$ cat src/rtl/sram_pri_data_pkg.sv
// Shared helpers and request/response types for the private data bank.
// SRAM_PRI_DATA_OUT_REG_EN (see top) does not affect this package.
package sram_pri_data_pkg;

    localparam int unsigned DEF_ADDR_WIDTH = 4;
    localparam int unsigned DEF_DATA_WIDTH = 128;
    localparam int unsigned DEF_NB_LANES   = 16;

    function automatic int unsigned lane_w(input int unsigned data_width,
                                           input int unsigned nb_lanes);
        return data_width / nb_lanes;
    endfunction

    // Counter width able to hold the value depth itself (full FIFO).
    function automatic int unsigned cnt_w(input int unsigned depth);
        return $clog2(depth + 1);
    endfunction

    typedef struct packed {
        logic                      we;
        logic [DEF_NB_LANES-1:0]   be;
        logic [DEF_ADDR_WIDTH-1:0] addr;
        logic [DEF_DATA_WIDTH-1:0] wdata;
    } req_t;

    typedef struct packed {
        logic [DEF_DATA_WIDTH-1:0] rdata;
    } rsp_t;

endpackage

$ cat src/rtl/GENERIC_MEM.sv
// Behavioural single-port SRAM cut: active-low CEN, RDWEN=1 reads, bit-granular
// active-high BW. Q updates only on a read access and holds otherwise.
module GENERIC_MEM #(
    parameter int unsigned ADDR_WIDTH = 4,
    parameter int unsigned DATA_WIDTH = 128
) (
    input  logic                  CLK,
    input  logic                  CEN,
    input  logic                  RDWEN,
    input  logic [ADDR_WIDTH-1:0] A,
    input  logic [DATA_WIDTH-1:0] D,
    input  logic [DATA_WIDTH-1:0] BW,
    output logic [DATA_WIDTH-1:0] Q
);

    logic [DATA_WIDTH-1:0] mem [2**ADDR_WIDTH];

    always_ff @(posedge CLK) begin
        if (!CEN) begin
            if (!RDWEN) begin
                mem[A] <= (mem[A] & ~BW) | (D & BW);
            end else begin
                Q <= mem[A];
            end
        end
    end

endmodule

$ cat src/rtl/sram_pri_data_rsp_fifo.sv
// Flop-based read-response FIFO with occupancy count; pointers wrap at DEPTH
// so non-power-of-two depths work.
module sram_pri_data_rsp_fifo
    import sram_pri_data_pkg::*;
#(
    parameter int unsigned DEPTH      = 2,
    parameter int unsigned DATA_WIDTH = 128
) (
    input  logic                        clk,
    input  logic                        rst_n,
    input  logic                        push,
    input  logic                        pop,
    input  logic [DATA_WIDTH-1:0]       wdata,
    output logic [DATA_WIDTH-1:0]       rdata,
    output logic [cnt_w(DEPTH)-1:0]     cnt,
    output logic                        empty,
    output logic                        full
);

    localparam int unsigned CW = cnt_w(DEPTH);
    localparam int unsigned PW = (DEPTH > 1) ? $clog2(DEPTH) : 1;

    logic [DATA_WIDTH-1:0] storage [DEPTH];
    logic [PW-1:0]         wr_ptr;
    logic [PW-1:0]         rd_ptr;

    function automatic logic [PW-1:0] ptr_next(input logic [PW-1:0] p);
        return (p == PW'(DEPTH - 1)) ? '0 : p + 1'b1;
    endfunction

    always_ff @(posedge clk or negedge rst_n) begin
        if (!rst_n) begin
            wr_ptr <= '0;
            rd_ptr <= '0;
            cnt    <= '0;
        end else begin
            if (push) wr_ptr <= ptr_next(wr_ptr);
            if (pop)  rd_ptr <= ptr_next(rd_ptr);
            cnt <= cnt + CW'(push) - CW'(pop);
        end
    end

    always_ff @(posedge clk) begin
        if (push) storage[wr_ptr] <= wdata;
    end

    assign rdata = storage[rd_ptr];
    assign empty = (cnt == '0);
    assign full  = (cnt == CW'(DEPTH));

    a_no_push_full: assert property (@(posedge clk) disable iff (!rst_n) !(push && full));
    a_no_pop_empty: assert property (@(posedge clk) disable iff (!rst_n) !(pop && empty));

endmodule

$ cat src/rtl/sram_pri_data_bank.sv
// Handshaked byte-lane SRAM data bank with credit-guarded read-response FIFO.
// Define SRAM_PRI_DATA_OUT_REG_EN to register macro Q (read latency 2).
module sram_pri_data_bank
    import sram_pri_data_pkg::*;
#(
    parameter int unsigned ADDR_WIDTH     = 4,
    parameter int unsigned DATA_WIDTH     = 128,
    parameter int unsigned NB_LANES       = 16,
    parameter int unsigned RSP_FIFO_DEPTH = 2
) (
    input  logic                  clk_i,
    input  logic                  rst_ni,
    input  logic                  req_valid_i,
    output logic                  req_ready_o,
    input  logic                  req_we_i,
    input  logic [NB_LANES-1:0]   req_be_i,
    input  logic [ADDR_WIDTH-1:0] req_addr_i,
    input  logic [DATA_WIDTH-1:0] req_wdata_i,
    output logic                  rsp_valid_o,
    input  logic                  rsp_ready_i,
    output logic [DATA_WIDTH-1:0] rsp_rdata_o,
    output logic                  busy_o
);

    localparam int unsigned LANE_W = lane_w(DATA_WIDTH, NB_LANES);
    localparam int unsigned CW     = cnt_w(RSP_FIFO_DEPTH);

    logic                  req_fire;
    logic                  rd_fire;
    logic                  mem_cen;
    logic                  mem_rdwen;
    logic [DATA_WIDTH-1:0] mem_bw;
    logic [DATA_WIDTH-1:0] mem_q;

    logic                  inflight;
    logic                  src_valid;
    logic [DATA_WIDTH-1:0] src_data;
    logic [CW:0]           occupancy;
    logic [CW:0]           credit;

    logic                  fifo_push;
    logic                  fifo_pop;
    logic                  fifo_empty;
    logic                  fifo_full;
    logic [CW-1:0]         fifo_cnt;
    logic [DATA_WIDTH-1:0] fifo_rdata;

    assign req_fire  = req_valid_i & req_ready_o;
    assign rd_fire   = req_fire & ~req_we_i;
    assign mem_cen   = ~req_fire;
    assign mem_rdwen = ~req_we_i;

    always_comb begin
        mem_bw = '0;
        for (int unsigned l = 0; l < NB_LANES; l++) begin
            mem_bw[l*LANE_W +: LANE_W] = {LANE_W{req_be_i[l]}};
        end
    end

    GENERIC_MEM #(
        .ADDR_WIDTH (ADDR_WIDTH),
        .DATA_WIDTH (DATA_WIDTH)
    ) u_mem (
        .CLK   (clk_i),
        .CEN   (mem_cen),
        .RDWEN (mem_rdwen),
        .A     (req_addr_i),
        .D     (req_wdata_i),
        .BW    (mem_bw),
        .Q     (mem_q)
    );

    always_ff @(posedge clk_i or negedge rst_ni) begin
        if (!rst_ni) begin
            inflight <= 1'b0;
        end else begin
            inflight <= rd_fire;
        end
    end

`ifdef SRAM_PRI_DATA_OUT_REG_EN
    logic                  q_reg_valid;
    logic [DATA_WIDTH-1:0] q_reg;

    always_ff @(posedge clk_i or negedge rst_ni) begin
        if (!rst_ni) begin
            q_reg_valid <= 1'b0;
        end else begin
            q_reg_valid <= inflight;
        end
    end

    always_ff @(posedge clk_i) begin
        if (inflight) q_reg <= mem_q;
    end

    assign src_valid = q_reg_valid;
    assign src_data  = q_reg;
    assign occupancy = {1'b0, fifo_cnt} + (CW+1)'(inflight) + (CW+1)'(q_reg_valid);
    assign busy_o    = inflight | q_reg_valid | ~fifo_empty;
`else
    assign src_valid = inflight;
    assign src_data  = mem_q;
    assign occupancy = {1'b0, fifo_cnt} + (CW+1)'(inflight);
    assign busy_o    = inflight | ~fifo_empty;
`endif

    // Every read in the pipe owns a FIFO slot, so the FIFO can never overflow
    // even if the consumer stalls for the whole read latency.
    assign credit      = (CW+1)'(RSP_FIFO_DEPTH) - occupancy;
    assign req_ready_o = req_we_i | (credit != '0);

    assign fifo_push = src_valid & (~fifo_empty | ~rsp_ready_i);
    assign fifo_pop  = ~fifo_empty & rsp_ready_i;

    sram_pri_data_rsp_fifo #(
        .DEPTH      (RSP_FIFO_DEPTH),
        .DATA_WIDTH (DATA_WIDTH)
    ) u_rsp_fifo (
        .clk   (clk_i),
        .rst_n (rst_ni),
        .push  (fifo_push),
        .pop   (fifo_pop),
        .wdata (src_data),
        .rdata (fifo_rdata),
        .cnt   (fifo_cnt),
        .empty (fifo_empty),
        .full  (fifo_full)
    );

    assign rsp_valid_o = ~fifo_empty | src_valid;
    assign rsp_rdata_o = !fifo_empty ? fifo_rdata :
                         src_valid   ? src_data   : '0;

    a_src_not_full: assert property (@(posedge clk_i) disable iff (!rst_ni) !(src_valid && fifo_full));

endmodule

$ cat config.mk
export PLATFORM = sky130hd
export DESIGN_NAME = sram_pri_data_bank
export DESIGN_NICKNAME = d
export VERILOG_FILES = /design/src/rtl/sram_pri_data_pkg.sv /design/src/rtl/GENERIC_MEM.sv /design/src/rtl/sram_pri_data_rsp_fifo.sv /design/src/rtl/sram_pri_data_bank.sv
export SDC_FILE = /design/constraint.sdc
export NUM_CORES = 2
export LEC_CHECK = 0
export CORE_UTILIZATION = 55
export DETAILED_ROUTE_END_ITERATION = 8
export DONT_BUFFER_PORTS = 1
export PLACE_DENSITY = 0.73
export REMOVE_ABC_BUFFERS = 1
export SKIP_CTS_REPAIR_TIMING = 1
export SLEW_MARGIN = 10
export SYNTH_ARGS = -nofsm -noshare
export SYNTH_HDL_FRONTEND = slang
export SYNTH_SLANG_ARGS = --single-unit
$ cat constraint.sdc
create_clock -name clk_i -period 6.9 [get_ports clk_i]
set_clock_uncertainty 0.15 [all_clocks]
set_input_delay 1.725 -clock clk_i [delete_from_list [all_inputs] [get_ports clk_i]]
set_output_delay 1.725 -clock clk_i [all_outputs]
set_load 0.03 [all_outputs]
==> results.ini <==
[outcome]
status = finished with violations
violations = slew limit

[setup_path]
crit_start = req_addr_i[3]
cp_max_fo = 519
worstPathArrival_ns = 5.62
cpPeakStageDelay_ns = 1.10
ff2ff_setup_slack_ns = 3.45
critPathLaunchType = primary input
slowest_stage = nor2_4
critPathKind = in2reg
r2r_cells = 4
cp_num_buf_inv = 1
endpoint = u_mem.mem[9][40]
crit_family = simple AND/OR/NAND/NOR gates
reg2reg_from = inflight
reg2reg_to = u_rsp_fifo.storage[0][36]
worstSetupPathDepth = 3
path_cells = nand2b_1 -> nor2_4 -> buf_4
end_kind = flop
critical_path_required_ns = 7.26

[flow_run]
cap_violations = 0

[floorplan]
dieArea_sq_um = 172000
fp.dieH_um = 415
num_rows = 151
die_x_um = 415
coreArea_sq_um = 169000
io_pins = 284
initial_utilization = 0.554

[synth]
ys_ff_latch = 2437
async_flop_share = 0.00205
netlist_instances = 4316
yosysTopAreaCellShare = 0.779
yosysSeqAreaShare = 0.780
syn_area_per_cell_sq_um = 21.7
yosysWarningCount = 0
ys_types = 33
yosys-top-cells-area = edfxtp_1 78%, mux4_2 11%, mux2i_1 2.7%, mux4_1 1.3%, a221oi_1 1.2%
synth-edff-count = 2432
synthFlopType = edfxtp_1
synth_top_area_cell = edfxtp_1
syn_area_sq_um = 93800

[cells_and_area]
fin_area_sq_um = 105000
drive_gt1_frac = 0.216
area_delta_synth_final_pct = 11.5
n_fill_cell = 11300
layout_common_cells = 2432 x edfxtp_1, 464 x mux4_2, 256 x mux2i_1
final_common_cell = edfxtp_1
nets = 4632

[timing]
drv_slew = 476
finalHoldViolCount = 0
post-route-min-period_ns = 5.25
tightest_slew_ns = 3.57
worst_slack_ns = 1.65
rsz0062_at_grt = false
setup_viol = 0
slew-limit-headroom = -1.38
min_period_over_period = 0.761
max_freq_ghz = 0.190

[route]
routedWlPerCell_um = 30.5
vias_per_cell = 6.47
drt-total-wl_mm = 210
drc_errors = 0
dr.pass1.iters = 8
dr.first_iter.drc_count = 4826
route.vias.total = 44700
antenna_left = 0

[global_route]
track_usage = 0.245
grt_max_degree = 520
antenna_found_initial = 34
grt_pass1_vias = 45600
grt_pass1_wl_mm = 307
grt-ovfl-total = 0

[pwr]
p_seq_frac = 0.520
p_per_area_nw_per_um2 = 316
p_leak_uw = 0.0328
ir_worst_vdd_mv = 0.227
sw_frac_of_total = 0.249
switchingPower_uw = 8240
internal_power_uw = 24800
pwr-share-comb = 0.107
clockPowerShare = 0.372

[clock_network]
cts_tree = yes
path_clk_slew_ns = 0.06
cts_buffer_depth = 3
clk-insertion-delay-late_ns = 0.87
htree_levels = 4
cts.sinks = 2437
cts_root_buf = clkbuf_16
cts_buffers = 228

[worst_hold_path]
holdPathStages = 0
hold_path.class = reg2reg

[placed_design]
place_area_sq_um = 97000
dp_slack_ns = 2.32
dp_hpwl_mm = 101
port_buffers = 0
gp_congestion = 0.729

-- how the worst min path moves through the flow --
stage	from	slack, ns	endpoint
floorplan	u_mem.Q[0]	0.30	u_rsp_fifo.storage[0][0]
global placement	u_mem.Q[11]	0.30	u_rsp_fifo.storage[1][11]
detailed placement	u_mem.Q[91]	0.31	u_rsp_fifo.storage[0][91]
CTS	u_mem.Q[112]	0.33	u_rsp_fifo.storage[1][112]
global route	u_mem.Q[8]	0.33	u_rsp_fifo.storage[0][8]
finish	u_mem.Q[75]	0.33	u_rsp_fifo.storage[1][75]
-- synthesized netlist by cell type, types with 2 or more instances --
cell      count
mux4_2      464
nor2_1      138
a21oi_1     129
or2_2         2
nor2b_1      18
o21ai_0     128
buf_8         2
mux2i_1     256
a221oi_1    128
xnor2_1       2
nand3_1     128
dfrtp_1       5
ha_1          4
inv_1        20
mux4_1       48
o22ai_1     128
buf_1        21
buf_6        55
buf_2       110
xor2_1        2
nand2_1       3
clkbuf_1     76
edfxtp_1   2432
nor3_1        6
nand2b_1      3
-- layout make-up --
class                      instances  area [sq um]  share of cell area
sequential                      2437         73200               0.700
multi-input combinational       1593         19100               0.183
clock buffer                     267          5870              0.0562
tap                             2218          2780              0.0265
timing repair buffer             195          1980              0.0190
clock inverter                   157          1560              0.0149
inverter                          20          75.1            0.000718
antenna                           22          55.1            0.000526
-- cells by family (layout without fill, tap and decap cells) --
| logic type | Yosys count | in the layout | share of synthesized area |
|---|---|---|---|
| compound gates | 513 | 513 | 0.0342 |
| xor+xnor | 4 | 4 | 0.000374 |
| fa+ha+maj | 4 | 4 | 0.000534 |
| buf+inv | 286 | 639 | 0.0176 |
| flops | 2437 | 2437 | 0.780 |
| mux | 768 | 768 | 0.152 |
| other cells | 0 | 22 | 0 |
| simple gates | 304 | 304 | 0.0148 |
-- worst reg2reg max path, delay by kind of cell, from the launching register on --
kind,cells,cell delay (ns)
AOI/OAI and AO/OA,1,0.35
and+or+nand+nor,1,0.96
DFF,1,0.86
buffers and inverters,2,0.78
-- power groups by stage --
stage          clock network, uW  logic, uW  registers [uW]
2_1_floorplan                  0       2620           17600
3_3_place_gp                   0       3390           17500
3_5_place_dp                   0       3460           17500
4_1_cts                    12500       3470           17200
5_1_grt                    13000       3770           17200
6_report                   12300       3550           17200
-- registers in the layout (all words and copies together), names as in the netlist --
register            count
u_mem.mem            2048
u_rsp_fifo.cnt          2
inflight                1
u_rsp_fifo.rd_ptr       1
u_mem.Q               128
u_rsp_fifo.storage    256
u_rsp_fifo.wr_ptr       1
-- routing by layer --
| layer | share of wire | wire length [um] | vias up | global-route usage |
|---|---|---|---|---|
| li1 | - | - | 18700 | - |
| met1 | 0.39 | 81900 | 23800 | 0.329 |
| met2 | 0.51 | 107000 | 1904 | 0.408 |
| met3 | 0.070 | 14800 | 339 | 0.0405 |
| met4 | 0.031 | 6490 | 20 | 0.0922 |
| met5 | 0.00066 | 138 | - | 0 |
-- stage by stage --
step                      instances  utilization  total power, uW  hold slack, ns  setup TNS (ns)
after floorplan                4050            -            20200           0.296        -9227.14
after global placement         6459        0.573            20900           0.302               0
after detailed placement       6459        0.573            21000           0.310               0
after CTS                      6883        0.617            33200           0.325               0
after global routing           6907        0.618            34000           0.332               0
final                          6909        0.618            33100           0.325               0
No activity file was read; power rests on OpenSTA's default activity.
